### src/rtl/simon_stream_ctrl.sv
// ---------------------------------------------------------------------------
// simon_stream_ctrl
//
// Sequencer between a host valid/ready stream and one SIMON_64128 core.
// Keys are latched and handed to the core through the newKey/loadKey
// handshake. Data blocks are queued in an input FIFO and issued one at a
// time through newData/loadData/doneData/readData. Results are collected
// in an output FIFO. Only one block is ever inside the core.
//
// Optional feature macro: SIMON_CBC_EN
//   defined   : CBC chaining around the core, iv port present
//   undefined : ECB, blocks pass straight through, no iv port
//
// Ports
//   clk, nR            clock, synchronous active-low reset (shared with core)
//   key_in/key_mode    key (word M-1 in MSBs) and mode (1=encrypt)
//   key_valid/ready    key handshake
//   in_block/valid/ready   input block stream
//   out_block/valid/ready  output block stream (FIFO head)
//   busy               FSM active or any FIFO non-empty
//   core_*             SIMON core handshake and data
//   iv                 CBC initial vector, sampled at key accept (CBC only)
// ---------------------------------------------------------------------------
module simon_stream_ctrl #(
  parameter int N         = 32,
  parameter int M         = 4,
  parameter int IN_DEPTH  = 4,
  parameter int OUT_DEPTH = 4
) (
  input  logic             clk,
  input  logic             nR,
  input  logic [M*N-1:0]   key_in,
  input  logic             key_mode,
  input  logic             key_valid,
  output logic             key_ready,
  input  logic [2*N-1:0]   in_block,
  input  logic             in_valid,
  output logic             in_ready,
  output logic [2*N-1:0]   out_block,
  output logic             out_valid,
  input  logic             out_ready,
  output logic             busy,
  output logic             core_newKey,
  input  logic             core_loadKey,
  output logic [M*N-1:0]   core_key,
  output logic             core_enc_dec,
  output logic             core_newData,
  input  logic             core_loadData,
  output logic [2*N-1:0]   core_inData,
  input  logic             core_doneData,
  output logic             core_readData,
  input  logic [2*N-1:0]   core_outData
`ifdef SIMON_CBC_EN
  ,
  input  logic [2*N-1:0]   iv
`endif
);

  localparam int BW  = 2 * N;
  localparam int IAW = $clog2(IN_DEPTH);
  localparam int ICW = IAW + 1;
  localparam int OAW = $clog2(OUT_DEPTH);
  localparam int OCW = OAW + 1;

  // DRAIN is kept in the encoding as a safe landing state: nothing enters
  // it, and it falls straight back to IDLE.
  typedef enum logic [2:0] {
    IDLE, KEY_REQ, KEY_WAIT, DATA_REQ, RUN, READ, DRAIN
  } state_t;

  state_t state, state_nxt;

  // Handshake decisions
  logic key_take;   // key accepted this cycle
  logic issue;      // FIFO head issued to the core this cycle
  logic push_res;   // core result pushed to the output FIFO this cycle

  // Registered copies of core strobes for rising-edge detection
  logic load_key_q, load_data_q, done_data_q;
  logic load_key_rise, load_data_rise, done_rise;

  logic key_loaded;
  logic key_wait_last;   // second KEY_WAIT cycle

  // ---------------- input FIFO ----------------
  logic [BW-1:0]  in_mem [IN_DEPTH];
  logic [IAW-1:0] in_wr_ptr, in_rd_ptr;
  logic [ICW-1:0] in_count;
  logic           in_empty, in_full, in_push;
  logic [BW-1:0]  in_head;

  // ---------------- output FIFO ---------------
  logic [BW-1:0]  out_mem [OUT_DEPTH];
  logic [OAW-1:0] out_wr_ptr, out_rd_ptr;
  logic [OCW-1:0] out_count;
  logic           out_full, out_pop;

  logic [BW-1:0]  issue_data;
  logic [BW-1:0]  result;

  assign in_empty = (in_count == '0);
  assign in_full  = (in_count == ICW'(IN_DEPTH));
  assign in_ready = nR & ~in_full;
  assign in_push  = in_valid & in_ready;
  assign in_head  = in_mem[in_rd_ptr];

  assign out_full  = (out_count == OCW'(OUT_DEPTH));
  assign out_valid = (out_count != '0);
  assign out_pop   = out_valid & out_ready;
  assign out_block = out_valid ? out_mem[out_rd_ptr] : '0;

  assign busy = (state != IDLE) | ~in_empty | out_valid;

  assign load_key_rise  = core_loadKey  & ~load_key_q;
  assign load_data_rise = core_loadData & ~load_data_q;
  assign done_rise      = core_doneData & ~done_data_q;

  assign key_take = key_valid & key_ready;
  // A free output slot is required before issue, so the later push can
  // never overflow: only one block is in flight and pops only free space.
  assign issue    = (state == IDLE) & ~key_take & key_loaded & ~in_empty & ~out_full;
  assign push_res = (state == RUN) & done_rise;

  // ---------------- FSM: state register ----------------
  // NOTE: sequential state uses <= so every register samples pre-edge
  // values regardless of the order the always blocks are evaluated in.
  always_ff @(posedge clk) begin
    if (!nR) state <= IDLE;
    else     state <= state_nxt;
  end

  // ---------------- FSM: next state ----------------
  always_comb begin
    // NOTE: default first so every path drives state_nxt; without it a
    // missing branch would infer a latch.
    state_nxt = state;
    case (state)
      IDLE: begin
        if (key_take)   state_nxt = KEY_REQ;
        else if (issue) state_nxt = DATA_REQ;
      end
      KEY_REQ:  if (load_key_rise)  state_nxt = KEY_WAIT;
      KEY_WAIT: if (key_wait_last)  state_nxt = IDLE;
      DATA_REQ: if (load_data_rise) state_nxt = RUN;
      RUN:      if (done_rise)      state_nxt = READ;
      READ:     if (!core_doneData) state_nxt = IDLE;
      DRAIN:    state_nxt = IDLE;
      default:  state_nxt = IDLE;
    endcase
  end

  // ---------------- FSM: outputs ----------------
  always_comb begin
    key_ready     = 1'b0;
    core_newKey   = 1'b0;
    core_newData  = 1'b0;
    core_readData = 1'b0;
    case (state)
      // Keys wait for the input FIFO to drain so queued blocks keep the
      // key they were submitted under.
      IDLE:              key_ready     = nR & in_empty;
      KEY_REQ, KEY_WAIT: core_newKey   = 1'b1;
      DATA_REQ:          core_newData  = 1'b1;
      READ:              core_readData = 1'b1;
      default: ;
    endcase
  end

  // ---------------- control / datapath registers ----------------
  always_ff @(posedge clk) begin
    if (!nR) begin
      load_key_q    <= 1'b0;
      load_data_q   <= 1'b0;
      done_data_q   <= 1'b0;
      key_loaded    <= 1'b0;
      key_wait_last <= 1'b0;
      core_key      <= '0;
      core_enc_dec  <= 1'b1;
      core_inData   <= '0;
    end else begin
      load_key_q  <= core_loadKey;
      load_data_q <= core_loadData;
      done_data_q <= core_doneData;

      // newKey stays high for exactly two cycles after the loadKey edge
      key_wait_last <= (state == KEY_WAIT) & ~key_wait_last;
      if (state == KEY_WAIT && key_wait_last) key_loaded <= 1'b1;

      if (key_take) begin
        core_key     <= key_in;
        core_enc_dec <= key_mode;
      end
      if (issue) core_inData <= issue_data;
    end
  end

`ifdef SIMON_CBC_EN
  logic [BW-1:0] chain;
  logic [BW-1:0] blk_q;   // raw input block, the next chain value when decrypting

  assign issue_data = core_enc_dec ? (in_head ^ chain) : in_head;
  assign result     = core_enc_dec ? core_outData : (core_outData ^ chain);

  always_ff @(posedge clk) begin
    if (!nR) begin
      chain <= '0;
      blk_q <= '0;
    end else begin
      if (issue) blk_q <= in_head;
      if (key_take)      chain <= iv;
      else if (push_res) chain <= core_enc_dec ? core_outData : blk_q;
    end
  end
`else
  assign issue_data = in_head;
  assign result     = core_outData;
`endif

  // ---------------- FIFO pointers ----------------
  always_ff @(posedge clk) begin
    if (!nR) begin
      in_wr_ptr  <= '0;
      in_rd_ptr  <= '0;
      in_count   <= '0;
      out_wr_ptr <= '0;
      out_rd_ptr <= '0;
      out_count  <= '0;
    end else begin
      if (in_push) in_wr_ptr <= in_wr_ptr + IAW'(1);
      if (issue)   in_rd_ptr <= in_rd_ptr + IAW'(1);
      case ({in_push, issue})
        2'b10:   in_count <= in_count + ICW'(1);
        2'b01:   in_count <= in_count - ICW'(1);
        default: ;
      endcase

      if (push_res) out_wr_ptr <= out_wr_ptr + OAW'(1);
      if (out_pop)  out_rd_ptr <= out_rd_ptr + OAW'(1);
      case ({push_res, out_pop})
        2'b10:   out_count <= out_count + OCW'(1);
        2'b01:   out_count <= out_count - OCW'(1);
        default: ;
      endcase
    end
  end

  // ---------------- FIFO storage ----------------
  // NOTE: storage is deliberately not reset; only pointers and counts are,
  // and out_block is masked to zero while the output FIFO is empty.
  always_ff @(posedge clk) begin
    if (in_push)  in_mem[in_wr_ptr]   <= in_block;
    if (push_res) out_mem[out_wr_ptr] <= result;
  end

endmodule

### config.mk
export PLATFORM = sky130hd
export DESIGN_NAME = simon_stream_ctrl
export DESIGN_NICKNAME = d
export VERILOG_FILES = /design/src/rtl/simon_stream_ctrl.sv
export SDC_FILE = /design/constraint.sdc
export NUM_CORES = 1
export LEC_CHECK = 0
export CAP_MARGIN = 10
export CORE_ASPECT_RATIO = 1.75
export CORE_UTILIZATION = 52
export CTS_CLUSTER_SIZE = 16
export DETAILED_ROUTE_END_ITERATION = 8
export PLACE_DENSITY = 0.78
export SLEW_MARGIN = 20
export SYNTH_ARGS = -nofsm -noshare
export SYNTH_HDL_FRONTEND = slang
export SYNTH_SLANG_ARGS = --single-unit
### constraint.sdc
create_clock -name clk -period 3.85 [get_ports clk]
set_input_delay 0.77 -clock clk [delete_from_list [all_inputs] [get_ports clk]]
set_output_delay 0.77 -clock clk [all_outputs]
set_load 0.005 [all_outputs]
* After elaboration in Yosys (flattened, before gate mapping)
Memories as Yosys holds them, arrays and structs flattened. A register that Yosys moved wholly into a read port is not among the register bits.
Index checks and enable logic that the tools add are counted.
** Cells by class
- Bitwise gates (word level) :: 24
- Muxes and demuxes :: 21
- Reduce and logical (&&, ||, !) cells :: 10
- Equality and inequality tests :: 17
- $add $sub $neg :: 8
** Operators with widths (count)
- $mux W64 :: 1
- $mux W3 :: 7
- $pmux W3 S6 :: 1
- $and A1 B1 Y1 :: 14
- $eq A3 B3 Y1 const B :: 4
- $pmux W3 S2 :: 2
- $ne A2 B2 Y1 const B :: 5
- $add A2 B1 Y2 const B :: 4
- $mux W1 :: 8
- $not A1 Y1 :: 8
- $add A3 B1 Y3 const B :: 2
- $eq A3 B2 Y1 const B :: 2
- $logic_not A3 Y1 :: 2
- $reduce_and A6 Y1 :: 1
- $reduce_bool A3 Y1 :: 2
- $sub A3 B1 Y3 const B :: 2
- $eq A2 B1 Y1 const B :: 2
- $eq A2 B2 Y1 const B :: 2
- $mux W2 :: 2
- $reduce_bool A2 Y1 :: 2
- $eq A3 B1 Y1 const B :: 1
- $ne A3 B3 Y1 const B :: 1
- $or A1 B1 Y1 :: 2
- $reduce_or A2 Y1 :: 1
- 2 further kinds :: 2
** Storage, ports and cells
- Memory bits (writable) :: 512
- Memories kept :: 2
- Bits in registers :: 151
- Output and inout bits :: 264
** Memories
- in_mem :: depth 4, bits a word 64, read ports 1, clocked after Yosys merged registers in 1, wr ports 1, RTL line 86 : logic [BW-1:0] in_mem [IN_DEPTH];
- out_mem :: depth 4, bits a word 64, read ports 1, clocked after Yosys merged registers in 1, wr ports 1, RTL line 93 : logic [BW-1:0] out_mem [OUT_DEPTH];

* Depth between registers and ports, before layout
- Word-level depth :: 12
- Gate-level depth with buffers :: 11
- Mapped depth without buffers :: 9

* Least setup slack after synthesis
Ideal clock, no wire load.
- Path kind :: input -> register
- From :: input port nR
- To :: memory in_mem[1][0] (netlist name) (enable)
- Data arrival time :: 3.110 ns
- Slack :: 0.311 ns
- Library setup time :: 0.429 ns
- Buffers on the path :: 1
- Stages :: 4
- Path through :: buf_2 inv_2 a211oi_1 and2_1
** Between the ends
- Cells in the longest elaborated chain, start to end :: 4
** RTL lines
- start: declaration :: RTL line 31 : input logic nR,
- $and A1 B1 Y1 :: RTL line 103 : assign in_ready = nR & ~in_full;
- $and A1 B1 Y1 :: RTL line 104 : assign in_push = in_valid & in_ready;
- $mux W1 :: RTL line 251 : if (in_push) in_mem[in_wr_ptr] <= in_block;
- $mux W1 (implied by the code) :: RTL line 251
- end: declaration :: RTL line 86
Every way passes these cells.

==> flow_summary_export.csv <==
group,metric,value,unit
run_status,outcome,"finished, final reports clean",
global_route,grt_usage,23.6,%
route,routed-via-count,16200,
route,drc,0,
synth,synth_top_area_share,56.9,%
cts,post_cts_buffers,0,
global_route,grt_antenna_before_repair,18,
synth,syn_area,27000,sq um
synth,post-synth-top-count-cell,"edfxtp_1",
cts,cts_resized,0,
critical_path,crit_path_end,"out_block[4]",
floorplanning,ioPinCount,529,
power,power.density,482,nW/um^2
route,wl_per_cell,21.3,um
floorplanning,rows,110,
critical_path,critPathLaunchType,"flop",
global_route,grt_overflow_total,0,
synth,ys_top_cells_by_area,"edfxtp_1, dfxtp_1, mux4_2, nand2_1, and2_1",
critical_path,worst-path-max-fanout,16,
route,drtIter0Drc,1082,
layout,final_net_count,2522,
critical_path,r2r_start,"out_count[0]",
critical_path,required,3.08,ns
global_route,use_met2,40.4,%
placed_design,place_congestion,0.851,
synth,ys_warn_count,0,
global_route,gr-usage-met3,7.40,%
placed_design,numPortBuffers,528,
cts,cts_hold_buf,0,
cts,cts_buffers,61,
global_route,grt_pass1_wl,94.8,mm
critical_path,crit_type,"flop to output port",
critical_path,reg2reg_to,"out_count[2]",
global_route,grt_max_degree,85,
floorplanning,core-area,51300,sq um
synth,synth_ff_type,"edfxtp_1",
route,ant_nets,0,
layout,area_growth,29.5,%
power,vdd_drop_max,0.000505,V
timing,fin_tns_setup,0,ns
synth,synth.net_count,2006,
synth,synth_cells,1729,
synth,ys_types,47,
synth,syn_avg_cell_area,15.6,sq um
cts,clockBufferDepth,3,
synth,synthTopCellsByCount,"edfxtp_1, nand2_1, dfxtp_1",
timing,slew-limit-headroom,28.6,%
cts,clock_sinks,729,
layout,utilization,68.1,%
timing,maxSlewViolCount,0,
layout,multi_input_area,6650,sq um
route,via_per_inst,5.45,
cts,clk_pin_slew,0.07,ns
route,first_pass_iters,5,
timing,rsz0062_at_grt,"no",
synth,yosys.area.top_type,"edfxtp_1",
job,drv_cap,0,
timing,max_freq,0.284,GHz
synth,synth_edf_count,512,
floorplanning,dieHeight,304,um
timing,fin_crit,3.52,ns
global_route,grt_use_met1,28.2,%
timing,setup_viol,0,
timing,finalClockSkew,0.0319,ns
hold_path,hold_path_class,"input pin to flop",
layout,nFillCells,3452,
global_route,grt_pass1_vias,16500,
synth,synthArstFlopShare,0,%
layout,drive_gt1_share,13.9,%
cts,cts_tree,"yes",
global_route,grt_busiest_layer,"met2",
cts,clk_latency,0.63,ns
synth,ys_seq_elements,729,
floorplanning,initial_core_util,52.6,%
critical_path,r2r_slack,1.27,ns
timing,post-route-period-util,91.5,%
cts,clockRootBuffer,"clkbuf_16",
placed_design,hpwl,41.8,mm
synth,yosysSeqAreaShare,73.0,%
layout,regArea,19700,sq um
timing,hold_viol,0,
floorplanning,die_w,174,um
floorplanning,die_area,52900,sq um
critical_path,critPathArrivalTime,2.75,ns
critical_path,critPathCaptureType,"output port",
critical_path,rr_worst_depth,8,
route,wl,63.2,mm
power,p_leak,11.3,nW
cts,htreeDepth,2,
timing,worstMarginPinSlew,1.07,ns
[layout by cell type (no fill, tap or decap), types with 8 or more instances in the layout]
cell type,n
ha_1,10
nor2_1,19
clkdlybuf4s50_1,527
clkbuf_16,61
clkinv_2,14
and2_1,69
dfxtp_1,213
clkbuf_1,18
mux4_2,128
o21ai_2,50
inv_1,19
a21oi_1,73
and2_2,8
o21ai_1,37
buf_4,13
nand2_1,389
buf_12,18
o21ai_0,48
edfxtp_1,512
[metal layers]
metal	share of wire [%]	up-vias
met2	51	610
met3	8.4	131
li1	-	7368
met1	37	8046
met4	2.8	32
met5	0.32	-
[critical path: stages (launching register included)]
cell and delay, ns:
dfxtp_4 0.56, buf_4 0.37, mux4_2 0.57, and2_1 0.19, clkdlybuf4s50_1 0.44
[layout make-up]
cell class                      count  area share [%]
Antenna cell                        2          0.0143
Clock buffer                       84            4.75
Clock inverter                     30           0.808
Inverter                           20           0.215
Multi-Input combinational cell    875            19.0
Sequential cell                   729            56.4
Tap cell                          672            2.40
Timing Repair Buffer              558            16.4
[state kept, by name, summed over array words and instances, names as in the netlist, 2 cells and up, named ones only]
register and cells:
out_count 3, out_mem 256, out_wr_ptr 2, in_wr_ptr 2, in_rd_ptr 2, in_count 3, out_rd_ptr 2, core_inData 64
core_key 128, state 3, in_mem 256
[cell families (layout without fill, tap and decap cells)]
kind of cell / count (synthesis) / after routing / synth area share (%)
buf+inv: 125 / 692 / 2.45
compound gates: 218 / 218 / 4.85
fa+ha+maj: 12 / 12 / 0.611
mux: 129 / 129 / 10.7
other cells: 0 / 2 / 0
flops: 729 / 729 / 73.0
xor+xnor: 10 / 10 / 0.324
simple gates: 506 / 506 / 8.05
[worst min-delay path by stage]
stage,start,to,depth (start not counted)
after floorplan,core_key[105],core_key[105],2
after global placement,core_key[122],core_key[122],2
after detailed placement,core_key[118],core_key[118],2
after CTS,nR,state[0],2
after global routing,nR,state[0],2
final,nR,state[0],2
[through the flow]
step / cells / total power, mW / instance area [sq um] / worst slack (ns) / hold slack (ns)
final: 2970 / 16.9 / 35000 / 0.325 / 0.448
after detailed placement: 2854 / 11.0 / 33000 / 0.578 / 0.441
after global routing: 2969 / 17.5 / 35000 / 0.170 / 0.421
after CTS: 2968 / 17.0 / 35000 / 0.185 / 0.404
after floorplan: 1729 / 9.81 / 27000 / 0.311 / 0.445
after global placement: 2854 / 10.9 / 33000 / 0.644 / 0.439
[power by group]
group          switching [mW]  internal, mW  leakage (nW)
Sequential              0.210          8.77          6.40
Combinational           0.810          1.04          3.95
Clock                    2.73          3.30         0.966
No activity file was read; power rests on OpenSTA's default activity.
